**src/rtl/ama_riscv_retire_tracker_pkg.sv**
```systemverilog
// Shared types for the retire tracker: per-stage sideband, trace record, counter slots.
// Address fields are sized for RV64 so one record layout serves any ARCH_W <= 64.
package ama_riscv_trace_pkg;

  localparam int TRACE_AW = 64;

  // dmem_size: 0..3 = lb..ld, 4..7 = sb..sd, 8 = no dmem access
  localparam logic [3:0] DMEM_SIZE_NA = 4'd8;

  localparam int CNT_RETIRED  = 0;
  localparam int CNT_BRANCHES = 1;
  localparam int CNT_TAKEN    = 2;
  localparam int CNT_BP_HITS  = 3;
  localparam int CNT_LOADS    = 4;
  localparam int CNT_STORES   = 5;
  localparam int CNT_BUBBLES  = 6;
  localparam int CNT_DROPPED  = 7;
  localparam int CNT_NUM      = 8;

  typedef struct packed {
    logic [31:0]         inst;
    logic [TRACE_AW-1:0] pc;
    logic                branch;
    logic                taken;
    logic                bp_hit;
    logic [TRACE_AW-1:0] dmem_addr;
    logic [3:0]          dmem_size;
  } trace_rec_t;

  typedef struct packed {
    logic                branch;
    logic                taken;
    logic                bp_hit;
    logic [TRACE_AW-1:0] dmem_addr;
    logic [3:0]          dmem_size;
    logic                bubble;
  } stage_side_t;

  function automatic stage_side_t side_empty(input logic bubble);
    stage_side_t s;
    s           = '0;
    s.dmem_size = DMEM_SIZE_NA;
    s.bubble    = bubble;
    return s;
  endfunction

endpackage

```
**src/rtl/ama_riscv_retire_tracker_if.sv**
```systemverilog
// Trace record stream: valid/ready, record held stable while stalled.
interface ama_riscv_retire_tracker_if;
  import ama_riscv_trace_pkg::*;

  logic       trace_valid;
  logic       trace_ready;
  trace_rec_t trace_rec;

  modport master (output trace_valid, output trace_rec, input trace_ready);
  modport slave  (input trace_valid, input trace_rec, output trace_ready);
endinterface

```
**src/rtl/ama_riscv_retire_tracker_fifo.sv**
```systemverilog
// Generic synchronous FIFO; head entry visible the cycle after it is written.
// Latency: 1 cycle write-to-head. Backpressure: push while full is ignored
// unless a pop happens in the same cycle, in which case both take effect.
module ama_riscv_trace_fifo #(
  parameter int  DEPTH = 4,
  parameter type T     = logic [7:0]
) (
  input  logic clk,
  input  logic rst,
  input  logic push,
  input  T     push_dat,
  input  logic pop,
  output T     head_dat,
  output logic full,
  output logic empty
);

  localparam int AW = (DEPTH > 1) ? $clog2(DEPTH) : 1;

  T              mem [DEPTH];
  logic [AW-1:0] wr_ptr;
  logic [AW-1:0] rd_ptr;
  logic [AW:0]   count;
  logic          do_push;
  logic          do_pop;

  assign empty    = (count == '0);
  assign full     = (count == (AW+1)'(DEPTH));
  assign do_pop   = pop & ~empty;
  // When full, a simultaneous pop frees the slot the push writes into
  assign do_push  = push & (~full | do_pop);
  assign head_dat = mem[rd_ptr];

  always_ff @(posedge clk or posedge rst) begin
    if (rst) begin
      wr_ptr <= '0;
      rd_ptr <= '0;
      count  <= '0;
      for (int k = 0; k < DEPTH; k++) mem[k] <= '0;
    end else begin
      if (do_push) begin
        mem[wr_ptr] <= push_dat;
        wr_ptr      <= wr_ptr + AW'(1);
      end
      if (do_pop) rd_ptr <= rd_ptr + AW'(1);
      if (do_push && !do_pop)      count <= count + (AW+1)'(1);
      else if (do_pop && !do_push) count <= count - (AW+1)'(1);
    end
  end

endmodule

```
**src/rtl/ama_riscv_retire_tracker.sv**
```systemverilog
// Carries EXE sideband to retirement, emits trace records, keeps saturating event counters.
// Latency: NUM_STAGES stage registers EXE->RET, +1 cycle retire-to-trace_valid.
// Backpressure: FIFO_DEPTH-entry buffer; retirement into a full, unpopped buffer drops the record.
module ama_riscv_retire_tracker
  import ama_riscv_trace_pkg::*;
#(
  parameter int NUM_STAGES    = 3,  // 2..6
  parameter int RESOLVE_STAGE = 1,  // 0..NUM_STAGES-1
  parameter int FIFO_DEPTH    = 4,  // power of 2, >= 2
  parameter int CNT_W         = 32,
  parameter int ARCH_W        = 32  // <= TRACE_AW
) (
  input  logic                    clk,
  input  logic                    rst,
  input  logic [NUM_STAGES-1:0]   stage_en,
  input  logic [NUM_STAGES-1:0]   stage_flush,
  input  logic                    exe_branch,
  input  logic                    exe_dmem_valid,
  input  logic [ARCH_W-1:0]       exe_dmem_addr,
  input  logic                    exe_dmem_store,
  input  logic [1:0]              exe_dmem_dtype,
  input  logic                    res_branch_taken,
  input  logic                    res_bp_hit,
  input  logic                    inst_retired,
  input  logic [31:0]             ret_inst,
  input  logic [ARCH_W-1:0]       ret_pc,
  ama_riscv_retire_tracker_if.master trace,
  input  logic                    cnt_clear,
  output logic [CNT_NUM*CNT_W-1:0] cnt_bus,
  output logic                    overflow
);

  // pipe[0] is the EXE-side input, pipe[i+1] the output of stage register i
  stage_side_t pipe [NUM_STAGES+1];
  logic        last_bubble_d;

  always_comb begin
    pipe[0]        = side_empty(1'b0);
    pipe[0].branch = exe_branch;
    if (exe_dmem_valid) begin
      pipe[0].dmem_addr = TRACE_AW'(exe_dmem_addr);
      pipe[0].dmem_size = {1'b0, exe_dmem_store, exe_dmem_dtype};
    end
  end

  for (genvar i = 0; i < NUM_STAGES; i++) begin : g_stage
    stage_side_t d;
    stage_side_t q;

    always_comb begin
      d = pipe[i];
      if (i == RESOLVE_STAGE) begin
        d.taken  = res_branch_taken & pipe[i].branch;
        d.bp_hit = res_bp_hit & pipe[i].branch;
      end
      if (stage_flush[i]) d = side_empty(1'b1);
    end

    always_ff @(posedge clk or posedge rst) begin
      if (rst)              q <= side_empty(1'b0);
      else if (stage_en[i]) q <= d;
    end

    assign pipe[i+1] = q;

    if (i == NUM_STAGES-1) begin : g_last
      assign last_bubble_d = d.bubble;
    end
  end

  trace_rec_t ret_rec;
  logic       fifo_full;
  logic       fifo_empty;
  logic       fifo_pop;
  logic       fifo_drop;

  always_comb begin
    ret_rec           = '0;
    ret_rec.inst      = ret_inst;
    ret_rec.pc        = TRACE_AW'(ret_pc);
    ret_rec.branch    = pipe[NUM_STAGES].branch;
    ret_rec.taken     = pipe[NUM_STAGES].taken;
    ret_rec.bp_hit    = pipe[NUM_STAGES].bp_hit;
    ret_rec.dmem_addr = pipe[NUM_STAGES].dmem_addr;
    ret_rec.dmem_size = pipe[NUM_STAGES].dmem_size;
  end

  assign fifo_pop          = trace.trace_valid & trace.trace_ready;
  assign fifo_drop         = inst_retired & fifo_full & ~fifo_pop;
  assign trace.trace_valid = ~fifo_empty;

  ama_riscv_trace_fifo #(
    .DEPTH (FIFO_DEPTH),
    .T     (trace_rec_t)
  ) u_fifo (
    .clk      (clk),
    .rst      (rst),
    .push     (inst_retired),
    .push_dat (ret_rec),
    .pop      (fifo_pop),
    .head_dat (trace.trace_rec),
    .full     (fifo_full),
    .empty    (fifo_empty)
  );

  always_ff @(posedge clk or posedge rst) begin
    if (rst)            overflow <= 1'b0;
    else if (fifo_drop) overflow <= 1'b1;
  end

  logic [CNT_NUM-1:0] inc;

  always_comb begin
    inc               = '0;
    inc[CNT_RETIRED]  = inst_retired;
    inc[CNT_BRANCHES] = inst_retired & pipe[NUM_STAGES].branch;
    inc[CNT_TAKEN]    = inst_retired & pipe[NUM_STAGES].taken;
    inc[CNT_BP_HITS]  = inst_retired & pipe[NUM_STAGES].bp_hit;
    inc[CNT_LOADS]    = inst_retired & (pipe[NUM_STAGES].dmem_size < 4'd4);
    inc[CNT_STORES]   = inst_retired & (pipe[NUM_STAGES].dmem_size[3:2] == 2'b01);
    inc[CNT_BUBBLES]  = ~inst_retired & stage_en[NUM_STAGES-1] & last_bubble_d;
    inc[CNT_DROPPED]  = fifo_drop;
  end

  for (genvar k = 0; k < CNT_NUM; k++) begin : g_cnt
    logic [CNT_W-1:0] cnt;

    always_ff @(posedge clk or posedge rst) begin
      if (rst)            cnt <= '0;
      else if (cnt_clear) cnt <= '0;
      else if (inc[k] && (cnt != {CNT_W{1'b1}})) cnt <= cnt + CNT_W'(1);
    end

    assign cnt_bus[k*CNT_W +: CNT_W] = cnt;
  end

endmodule
```
**src/flat_wrapper.sv**
```systemverilog
// flat-port wrapper written by rule: the top's interface ports become plain ports
module ama_riscv_retire_tracker_flat import ama_riscv_trace_pkg::*;
#(
  parameter int NUM_STAGES    = 3,         
  parameter int RESOLVE_STAGE = 1,                    
  parameter int FIFO_DEPTH    = 4,                     
  parameter int CNT_W         = 32,
  parameter int ARCH_W        = 32                
)
  (clk, rst, stage_en, stage_flush, exe_branch, exe_dmem_valid, exe_dmem_addr, exe_dmem_store, exe_dmem_dtype, res_branch_taken, res_bp_hit, inst_retired, ret_inst, ret_pc, cnt_clear, cnt_bus, overflow, trace_trace_valid, trace_trace_rec, trace_trace_ready);
  ama_riscv_retire_tracker_if trace_i ();
  input  logic clk;
  input  logic rst;
  input  logic [NUM_STAGES-1:0] stage_en;
  input  logic [NUM_STAGES-1:0] stage_flush;
  input  logic exe_branch;
  input  logic exe_dmem_valid;
  input  logic [ARCH_W-1:0] exe_dmem_addr;
  input  logic exe_dmem_store;
  input  logic [1:0] exe_dmem_dtype;
  input  logic res_branch_taken;
  input  logic res_bp_hit;
  input  logic inst_retired;
  input  logic [31:0] ret_inst;
  input  logic [ARCH_W-1:0] ret_pc;
  input  logic cnt_clear;
  output logic [CNT_NUM*CNT_W-1:0] cnt_bus;
  output logic overflow;
  output wire logic [$bits(trace_i.trace_valid)-1:0] trace_trace_valid;
  output wire logic [$bits(trace_i.trace_rec)-1:0] trace_trace_rec;
  input wire logic [$bits(trace_i.trace_ready)-1:0] trace_trace_ready;
  assign trace_trace_valid = trace_i.trace_valid;
  assign trace_trace_rec = trace_i.trace_rec;
  assign trace_i.trace_ready = trace_trace_ready;
  ama_riscv_retire_tracker #(.NUM_STAGES(NUM_STAGES), .RESOLVE_STAGE(RESOLVE_STAGE), .FIFO_DEPTH(FIFO_DEPTH), .CNT_W(CNT_W), .ARCH_W(ARCH_W)) u_core (.clk(clk), .rst(rst), .stage_en(stage_en), .stage_flush(stage_flush), .exe_branch(exe_branch), .exe_dmem_valid(exe_dmem_valid), .exe_dmem_addr(exe_dmem_addr), .exe_dmem_store(exe_dmem_store), .exe_dmem_dtype(exe_dmem_dtype), .res_branch_taken(res_branch_taken), .res_bp_hit(res_bp_hit), .inst_retired(inst_retired), .ret_inst(ret_inst), .ret_pc(ret_pc), .trace(trace_i), .cnt_clear(cnt_clear), .cnt_bus(cnt_bus), .overflow(overflow));
endmodule
```
**config.mk**
```make
export PLATFORM = sky130hd
export DESIGN_NAME = ama_riscv_retire_tracker_flat
export DESIGN_NICKNAME = d
export VERILOG_FILES = /design/src/rtl/ama_riscv_retire_tracker_pkg.sv /design/src/rtl/ama_riscv_retire_tracker_if.sv /design/src/rtl/ama_riscv_retire_tracker_fifo.sv /design/src/rtl/ama_riscv_retire_tracker.sv /design/src/flat_wrapper.sv
export SDC_FILE = /design/constraint.sdc
export NUM_CORES = 2
export LEC_CHECK = 0
export ABC_AREA = 1
export CAP_MARGIN = 0
export CORE_UTILIZATION = 40
export CTS_CLUSTER_DIAMETER = 120
export CTS_CLUSTER_SIZE = 20
export DETAILED_ROUTE_END_ITERATION = 8
export PLACE_DENSITY_LB_ADDON = 0.2
export SETUP_SLACK_MARGIN = 0.05
export SLEW_MARGIN = 20
export SYNTH_ARGS = -nofsm -noshare
export SYNTH_HDL_FRONTEND = slang
export SYNTH_SLANG_ARGS = --single-unit
```
**constraint.sdc**
```tcl
create_clock -name clk -period 57.2 [get_ports clk]
set_input_delay 8.58 -clock clk [delete_from_list [all_inputs] [get_ports clk]]
set_output_delay 8.58 -clock clk [all_outputs]
set_load 0.01 [all_outputs]
```
== Yosys cells after proc, flatten, opt, wreduce, memory -nomap -nowiden ==
Cells that the tools add are included.
Widths: inputs -> output; s select.

* Register bits: 1145
* Bits in latches: 0
* Memory bits (writable): 0
* Bits in read-only memories: 0
* Input port bits: 114
* Output and inout bits: 425
* Word-level logic and storage cells: 153
* Memories: 0

* Add/subtract/negate cells: 12
* Multiply operators: 0
* Div/mod/pow operators: 0
* Magnitude comparators: 4
* Equality and inequality tests: 10
* Shift operators: 0
* Multiplexer cells: 28
* Bitwise operators: 21
* Reductions and logical operators: 23

{| class="wikitable"
|+ Operators by type and width
! kind !! number
|-
| $bwmux 668 || 1
|-
| $mux 32 || 16
|-
| $mux 167 || 3
|-
| $bmux 167 s2 || 1
|-
| $demux 167 s2 || 1
|-
| $add 32x1->32 const B || 8
|-
| $ne 32x32->1 const B || 8
|-
| $mux 72 || 3
|-
| $mux 36 || 1
|-
| $reduce_bool 2->1 || 9
|-
| $and 1x1->1 || 14
|-
| $logic_and 1x1->1 || 11
|-
| $ge 3x3->1 const B || 2
|-
| $mux 3 || 2
|-
| $not 2->3 || 2
|-
| $add 2x1->2 const B || 2
|-
| $lt 4x3->1 const B || 1
|-
| $not 1->1 || 4
|-
| $add 3x1->3 const B || 1
|-
| $eq 3x3->1 const B || 1
|-
| $logic_not 3->1 || 1
|-
| $lt 3x1->1 const B || 1
|-
| $sub 3x1->3 const B || 1
|-
| $eq 2x1->1 const B || 1
|-
| other kinds (2) || 3
|}

== Logic depth before layout (Yosys ltp) ==
* Word-level depth: 10
* Gate-level depth with buffers: 12
* Depth with buffers taken out: 12

== By module ==
Synthesis repeated with hierarchy kept, for this count alone.

* Cells, all modules: 7074
* Area total of the unflattened synthesis: 54337.1 um^2

{| class="wikitable"
|+ Modules (own cells, without submodules)
! module !! times used !! cells an instance !! area each (um^2) !! seq. area each (um^2)
|-
| ama_riscv_trace_fifo || 1 || 3965 || 32418.6 || 16891.2
|-
| ama_riscv_retire_tracker || 1 || 3109 || 21918.5 || 9362.7
|}

== Worst setup path after synthesis ==
No wires, ideal clock.

* Kind: register to output
* From: register u_core.u_fifo.rd_ptr[0]
* To: output trace_trace_rec[73]
* Data arrival time: 1478 ps
* Required time: 48620 ps
* Slack: 47142 ps
* Stages on the path, launching flop included: 7
* Buffers on the path: 3
* Cells stage by stage: dfrtp_1 > inv_1 > buf_2 > buf_2 > clkbuf_1 > o21ai_0 > o21ai_0

* Longest elaborated chain between the ends: 4

{| class="wikitable"
|+ RTL lines
! what !! RTL line !! source
|-
| start: declaration || ama_riscv_retire_tracker_fifo.sv:22 || <nowiki>logic [AW-1:0] rd_ptr;</nowiki>
|-
| start signal: assignment || ama_riscv_retire_tracker_fifo.sv:45 || <nowiki>if (do_pop) rd_ptr <= rd_ptr + AW'(1);</nowiki>
|-
| $not 2->3 (implied by the code) || ama_riscv_retire_tracker_fifo.sv:32 || <nowiki>assign head_dat = mem[rd_ptr];</nowiki>
|-
| $bmux 167 s2 || ama_riscv_retire_tracker_fifo.sv:32 ||
|-
| $mux 167 (implied by the code) (2 in series) || ama_riscv_retire_tracker_fifo.sv:32 ||
|-
| end: declaration || flat_wrapper.sv:30 || <nowiki>output wire logic [$bits(trace_i.trace_rec)-1:0] trace_trace_rec;</nowiki>
|}

Every way passes these cells. The select of a mux whose other input is x is not followed.

== Worst setup path after layout ==
* From: register u_core.u_fifo.rd_ptr[1]
* To: output trace_trace_rec[164]

The elaborated chain is that of the path after synthesis.

==> results.toml <==
[power]
power_density_nw_per_um2 = 35.75
netSwitchingFraction_pct = 34.21
power_report.internal_total_mw = 1.119
comb_power_share_pct = 35.9
total_power_mw = 1.700
seq_power_share_pct = 43.9
worst_ir_drop_vdd_uv = 26.29
share_clk_of_total_power_pct = 20.2
total_switching_power_mw = 0.5818
power.static_leakage_nw = 20.42

[finish]
syn2layout_area_growth_pct = 16.26
final_core_utilization_pct = 47.22
finish.cell_count_without_fillers = 6511
fin_area_um2 = 47570
num-nets-final = 5269
drive_gt1_share_pct = 10.37

[critical_path]
startpoint_type = "register"
worst_setup_path_end_kind = "primary output"
critical_path_arrival_ns = 4.49
worstPathRequired_ns = 48.62
critPathKind = "register to primary output"
crit_fanout = 85

[placement]
dp.final_hpwl_um = 75930
placed_cells_incl_taps = 6450
portBuffers = 474
placement.setup.worst_slack_ns = 43.19
gp_congestion = 0.8921
placement.cell_area_um2 = 46280

[timing]
worstMarginPinSlew_ns = 1.079
fmax_mhz = 76.53
total_negative_slack_ns = 0
setup_viol = 0
timing.clock.skew_ns = 0.03152
max-slew-margin-rel_pct = 28.09
slew_violations = 0
worst_hold_slack_ns = 0.4833
timing.final.crit_share_pct = 22.84
worst_slack_ns = 44.13
hold_viol = 0
rsz0062_at_grt = "false"
timing.final.crit_period_ns = 13.07

[logic_synthesis]
syn-mean-instance-area_um2 = 8.523
synth-seq-area-share_pct = 48.51
yosysWarningCount = 0
postSynthCellCount = 4800
postSynthRegisterBits = 793
netlist_area_um2 = 40910
post_synth_num_cell_types = 49

[global_route]
vias_in_the_first_global_route = 32102
wire_length_of_the_first_global_routing_pass_um = 184100
gr-total-overflow = 0
antenna_violations_before_repair = 4
grt.total_usage_pct = 22.04
grt_start_max_net_pins = 164

[die]
floorplan.rows = 116
core_area_um2 = 100700
die_h_um = 321.8
die_area_um2 = 103600
pin_count = 539
width_of_the_die_um = 321.8
start_util_pct = 40.62

[routing]
post_drt_wl_per_cell_um = 17.59
drc = 0
detailroute.via_count = 33060
drt-vias-per-instance = 5.078
first_iter_violations = 2244
detail-route-antenna-nets = 0
drt-pass1-iter-count = 5
total_wirelength_of_the_detailed_routed_design_um = 114600

[clock_network]
clockBufferDepth = 3
cts_post_setup_buffers_inserted = 0
clk_sinks = 793
h-tree-depth = 2
clock_insertion_delay_worst_skew_ns = 0.64
cts_hold_repair.buffers = 0
total_clock_buffers_created_by_cts = 46
cts_tree = "done"
clk_pin_slew_worst_paths_ns = 0.09
cts_root_buffer = "sky130_fd_sc_hd__clkbuf_16"
cts_resized = 0

[min_path]
kind_of_path_behind_the_tightest_hold_check = "register to register"

[status]
outcome = "complete, no violations"

[job]
drv.max_cap_violation_count = 0
==> synth_stat cells (all sizes together) <==
| cell | n | area [µm²] |
|---|---|---|
| a21boi | 13 | 97.59 |
| nand3b | 9 | 67.56 |
| xor2 | 73 | 639.4 |
| a22oi | 1 | 7.510 |
| nand4 | 16 | 100.1 |
| clkbuf | 95 | 357.8 |
| nor2 | 619 | 2482 |
| xnor2 | 43 | 376.6 |
| inv | 351 | 1318 |
| mux2i | 5 | 50.05 |
| nor3 | 20 | 133.9 |
| a21oi | 90 | 450.4 |
| buf | 175 | 1222 |
| nand3 | 306 | 1607 |
| clkinv | 3 | 17.51 |
| dfrtp | 790 | 19770 |
| dfstp | 3 | 78.83 |
| a21o | 3 | 22.52 |
| conb | 1 | 3.750 |
| or2 | 2 | 12.51 |
| mux2 | 348 | 3919 |
| nand2 | 1192 | 4662 |
| nor3b | 8 | 60.06 |
| o21a | 4 | 30.03 |
| a22o | 1 | 8.760 |
| o21bai | 19 | 142.6 |
| and2 | 1 | 6.260 |
| fa | 1 | 20.02 |
| o22ai | 78 | 488.0 |
| ha | 13 | 162.7 |
| o21ai | 517 | 2599 |
==> area by class of cell <==
type | instances | area, µm²
Antenna cell | 3 | 7.507
Clock buffer | 52 | 1184
Clock inverter | 6 | 96.34
Fill cell | 9806 | 53160
Inverter | 354 | 1358
Multi-Input combinational cell | 3446 | 18410
Sequential cell | 793 | 19850
Tap cell | 1357 | 1698
Timing Repair Buffer | 500 | 4962
==> worst max-delay path, stage by stage, from the launching register on <==
cell and delay [ns]:
sky130_fd_sc_hd__dfrtp_2 0.79, sky130_fd_sc_hd__inv_4 0.89, sky130_fd_sc_hd__buf_4 0.82, sky130_fd_sc_hd__o21ai_0 0.19, sky130_fd_sc_hd__o21ai_0 0.41, sky130_fd_sc_hd__clkdlybuf4s50_1 0.63
==> logic make-up after synthesis <==
kind of cell,Yosys count,share of synthesized area (%)
simple gates,2173,22.32
flops,793,48.51
compound gates,726,9.401
buf+inv,624,7.126
mux,353,9.701
xor+xnor,116,2.483
fa+ha+maj,14,0.4465
other cells,1,0.009166
==> placed cells by master (no fill, tap or decap), types with 19 or more instances in the layout <==
master                            netlist  routed
sky130_fd_sc_hd__clkdlybuf4s50_1        0     473
sky130_fd_sc_hd__nand2_2               20      20
sky130_fd_sc_hd__nand2_1             1156    1156
sky130_fd_sc_hd__o21ai_1               22      22
sky130_fd_sc_hd__a21oi_1               90      90
sky130_fd_sc_hd__o21bai_1              19      19
sky130_fd_sc_hd__inv_1                341     338
sky130_fd_sc_hd__xnor2_1               43      43
sky130_fd_sc_hd__clkbuf_16              0      46
sky130_fd_sc_hd__conb_1                 1      64
sky130_fd_sc_hd__o22ai_1               78      78
sky130_fd_sc_hd__o21ai_0              492     492
sky130_fd_sc_hd__xor2_1                73      73
sky130_fd_sc_hd__nand3_1              294     294
sky130_fd_sc_hd__buf_4                 96      25
sky130_fd_sc_hd__nor2_1               590     589
sky130_fd_sc_hd__dfrtp_1              790     788
sky130_fd_sc_hd__mux2_2               348     348
==> sequential cells by signal (all words and copies together) (netlist names) <==
name                  flops
u_core.g_stage.q        117
u_core.overflow           1
u_core.u_fifo.rd_ptr      2
u_core.u_fifo.mem       412
u_core.g_cnt.cnt        256
u_core.u_fifo.count       3
u_core.u_fifo.wr_ptr      2
==> worst paths after layout <==
kind / slack (ns) / cells after the start / end / from
max in group asynchronous: 44.24 / 7 / u_core.u_fifo.mem[350] / rst
max reg2reg: 53.80 / 7 / u_core.u_fifo.mem[582] / u_core.u_fifo.count[0]
max: 44.13 / 5 / trace_trace_rec[164] / u_core.u_fifo.rd_ptr[1]
min in group asynchronous: 8.42 / 2 / u_core.g_cnt[4].cnt[25] / rst
min reg2reg: 0.48 / 1 / u_core.overflow / u_core.overflow
min: 0.48 / 1 / u_core.overflow / u_core.overflow
==> power groups by stage <==
stage / combinational (mW) / sequential [mW] / clock, mW
floorplan: 0.384 / 0.734 / 0
global placement: 0.612 / 0.754 / 0
detailed placement: 0.620 / 0.758 / 0
CTS: 0.622 / 0.747 / 0.358
global route: 0.668 / 0.764 / 0.376
finish: 0.611 / 0.747 / 0.343
==> routing by layer <==
layer / global-route usage [%] / wire length (µm)
met1: 30.59 / 53510
met2: 36.35 / 53800
met3: 2.289 / 4337
met4: 6.349 / 2901
met5: 0 / 9
Note: power is estimated with default switching activity, not from simulation.
